### src/rtl/turbo_stream_checker_pkg.sv
// Shared types and trellis helpers for the turbo stream checker.
// The RSC state is packed {s1,s2,s3}, so s1 is bit 2 and s3 is bit 0.
package turbo_pkg;

    localparam int TAIL_CYCLES = 4;
    localparam int LEN_W_DEF   = 9;

    typedef enum logic [2:0] {
        IDLE,
        DATA,
        TAIL0,
        TAIL1,
        TAIL2,
        TAIL3,
        DONE
    } state_e;

    typedef logic [2:0] rsc_state_t;

    // One trellis step of the LTE constituent code: returns {next_state, z}.
    function automatic logic [3:0] rsc_step(input rsc_state_t s, input logic u);
        logic fb;
        fb = u ^ s[1] ^ s[0];
        return {fb, s[2], s[1], fb ^ s[2] ^ s[0]};
    endfunction

    // Expected encoder-1 tail for a data-end state:
    // {x_K, z_K, x_K1, z_K1, x_K2, z_K2}.
    function automatic logic [5:0] rsc_tail(input rsc_state_t s);
        return {s[1] ^ s[0], s[2] ^ s[0], s[2] ^ s[1], s[1], s[2], s[2]};
    endfunction

endpackage

### src/rtl/turbo_stream_checker_rsc.sv
// Local copy of the encoder-1 RSC, driven by the received systematic bits.
// clr_i makes the current step start from the all-zero state, so the first
// bit of a frame is re-encoded in the same cycle the state is cleared.
module rsc_reencoder
    import turbo_pkg::*;
(
    input  logic       clk,
    input  logic       rst,
    input  logic       clr_i,
    input  logic       en_i,
    input  logic       u_i,
    output rsc_state_t state_o,
    output logic       z_o
);
    rsc_state_t state_q;
    rsc_state_t state_cur;
    logic [3:0] step;

    // Select the starting state and evaluate one trellis step.
    always_comb begin
        // NOTE: every signal gets a default first so no latch is inferred.
        state_cur = state_q;
        if (clr_i) begin
            state_cur = '0;
        end
        step = rsc_step(state_cur, u_i);
    end

    assign z_o     = step[0];
    assign state_o = state_q;

    // Advance on enabled data bits; hold through the tail.
    always_ff @(posedge clk or posedge rst) begin
        if (rst) begin
            // NOTE: state registers use non-blocking assignments so all flops sample pre-edge values.
            state_q <= '0;
        end else if (en_i) begin
            state_q <= step[3:1];
        end else if (clr_i) begin
            state_q <= '0;
        end
    end
endmodule

### config.mk
export PLATFORM = sky130hd
export DESIGN_NAME = rsc_reencoder
export DESIGN_NICKNAME = d
export VERILOG_FILES = /design/src/rtl/turbo_stream_checker_pkg.sv /design/src/rtl/turbo_stream_checker_rsc.sv
export SDC_FILE = /design/constraint.sdc
export NUM_CORES = 1
export LEC_CHECK = 0
export CORE_AREA = 5 5 42 44
export DETAILED_ROUTE_END_ITERATION = 7
export DIE_AREA = 0 0 47 49
export PLACE_DENSITY = 0.31
export RECOVER_POWER = 100
export SKIP_CTS_REPAIR_TIMING = 1
export SYNTH_ARGS = -nofsm -noshare
export SYNTH_HDL_FRONTEND = slang
export SYNTH_SLANG_ARGS = --single-unit
### constraint.sdc
create_clock -name clk -period 1.4 [get_ports clk]
set_input_delay 0.14 -clock clk [delete_from_list [all_inputs] [get_ports clk]]
set_output_delay 0.14 -clock clk [all_outputs]
set_load 0.01 [all_outputs]
==> reports/metrics.csv, run 1 <==
metric;value;unit
period_share;93.3;%
layout-drive-gt1-share;23.5;%
p_sw_share;24.7;%
gr-total-overflow;0;
first_global_vias;192;
tightest_slew;210;ps
fp.dieH;49;um
cts.sinks;3;
setup_viol;0;
multi_input_area;87.6;sq um
ys_seq_area_share;45.1;%
root_buffer;clkbuf_4;
portBuffers;8;
final_antenna_net_count;0;
hold_violations;0;
power.internal;238;uW
worstPathMaxFanout;4;
grt_max_degree;6;
synth_cells;17;
cts_buffer_depth;2;
die_w;47;um
hold_path_class;in2async;
pwr-share-clk;48.3;%
drt-initial-drc-count;3;
crit_type;reg2reg;
placed_cell_area;304;sq um
floorplan.initialDensity;11.9;%
syn2layout_area_growth;91.7;%
synth_mux_area_share;12.0;%
clkLatencyLatePin;230;ps
use_met2;5.66;%
wl_per_cell;9.28;um
rows;14;
max_slew_margin;86.0;%
path_clk_slew;40;ps
grt_pass1_wl;772;um
period_minus_slack;1310;ps
ioPinCount;9;
status;complete, no violations;
cp-end-kind;flip-flop;
cp_num_buf_inv;1;
max-cap-violations;0;
dieArea;2300;sq um
required;1570;ps
firstDrtPassIters;2;
fmax;0.766;GHz
ys_warn_count;0;
grt_util_met3;2.95;%
p_leak;0.145;nW
synth_fp_nets;22;
layout.nets;40;
ys_ff_latch;3;
design_area;319;sq um
netlist_area;166;sq um
fill_cells;168;
path_cells;clkbuf_2, xnor2_1, or4b_1, nand3_1;
ir_drop;0.262;mV
finalClockSkew;3.86;ps
final_cell_count_no_fill;50;
largest_reg_flops;3;
antenna_found_initial;0;
yosys.area_share.simple;20.3;%
critPathTopFamily;simple AND/OR/NAND/NOR gates;
slew_viol_final;0;
cp_slowest_cell;or4b_1;
drc_errors;0;
cts_tree;built;
wirelength;464;um
top_usage_layer;met4;
cp.arrival;1470;ps
gp_congestion;0.621;
synthDistinctLibCells;10;
antennaDiodeCount;0;
synth_xor_area_share;15.8;%
synth_area_per_cell;9.79;sq um
start_kind;flip-flop;
critPathMaxStageDelay;470;ps
htree_num_levels;1;
seq_area;75.1;sq um
synth_compound_area_share;4.51;%
p_seq_share;30.3;%
core_area;1400;sq um
synthAdderAreaFrac;0;%
p_switching;78.1;uW
cts_buffers;3;
synth_top_family_by_area;simple AND/OR/NAND/NOR gates;
comb_power_share;21.4;%
vias_per_cell;3.70;
rsz0062_at_grt;false;
dp.cells;46;
grt_util_met1;5.51;%
gr-usage-all-layers;5.14;%
routed-via-count;185;
power.density;989;nW/um^2
==> per-stage QoR <==
step                util [%]  hold WS, ps  setup TNS [ps]  worst slack (ps)  power (mW)
global placement        21.7          321            -157              -133       0.175
global route            22.8          226               0              13.8       0.333
CTS                     23.6         66.7            -314              -306       0.335
floorplan                  -         -106               0               200       0.123
finish                  22.8          209               0              94.5       0.316
detailed placement      21.7          320            -147              -138       0.174
==> power groups by stage <==
stage	clock [mW]	sequential (mW)	combinational [mW]
final	0.152	0.0957	0.0675
after global routing	0.162	0.0965	0.0744
after CTS	0.161	0.0959	0.0779
after detailed placement	0	0.0970	0.0775
after global placement	0	0.0968	0.0781
after floorplan	0	0.102	0.0216
==> path summary, 6_finish.rpt <==
kind / startpoint / to / slack [ps] / depth (start not counted)
setup reg to reg: state_o[1] / state_o[2] / 90 / 4
hold / removal: rst / state_o[0] / 210 / 2
max in group asynchronous: rst / state_o[1] / 1050 / 2
hold reg to reg: state_o[0] / state_o[0] / 570 / 2
setup / recovery: state_o[1] / state_o[2] / 90 / 4
min in group clk: state_o[0] / state_o[0] / 570 / 2
==> layout make-up <==
class	count	area share (%)
timing repair buffer	13	33.3
clock buffer	4	8.24
multi-input combinational	13	27.5
inverter	1	1.18
sequential	3	23.5
tap	16	6.27
==> logic make-up (layout without fill, tap and decap cells) <==
family                 count (synthesis)  after routing
AND/OR/NAND/NOR                        7              7
XOR/XNOR                               3              3
flip-flops                             3              3
multiplexers                           2              2
AO/OA/AOI/OAI                          1              1
buffers and inverters                  1             18
==> cell usage in the layout (no fill, tap or decap) <==
master	n
clkbuf_4	3
nand3_1	1
clkbuf_1	2
dfrtp_1	3
or4b_1	1
inv_1	1
clkbuf_2	2
xor2_1	1
dlygate4sd3_1	2
mux2i_1	2
nor2_1	4
xnor2_1	2
buf_4	3
clkdlybuf4s50_1	3
clkdlybuf4s25_1	2
nand2_1	1
o211ai_1	1
==> cell usage after synthesis, drive strengths merged <==
library cell | instances | area, sq um
nand2 | 1 | 3.75
or4b | 1 | 10.0
xor2 | 1 | 8.76
o211ai | 1 | 7.51
dfrtp | 3 | 75.1
nor2 | 4 | 15.0
inv | 1 | 3.75
mux2i | 2 | 20.0
nand3 | 1 | 5.00
xnor2 | 2 | 17.5
==> metal layers <==
metal / up-vias / wire length, um
li1: 91 / -
met1: 83 / 168
met2: 11 / 204
met3: 0 / 92
met4: 0 / 0
met5: - / 0
(Power assumes the default switching activity.)
==> run 2: changes to the inputs <==
Settings changed: SLEW_MARGIN set to 20.
==> results of run 2 <==
No change in the layout: final DEF, timing and power equal those of run 1.
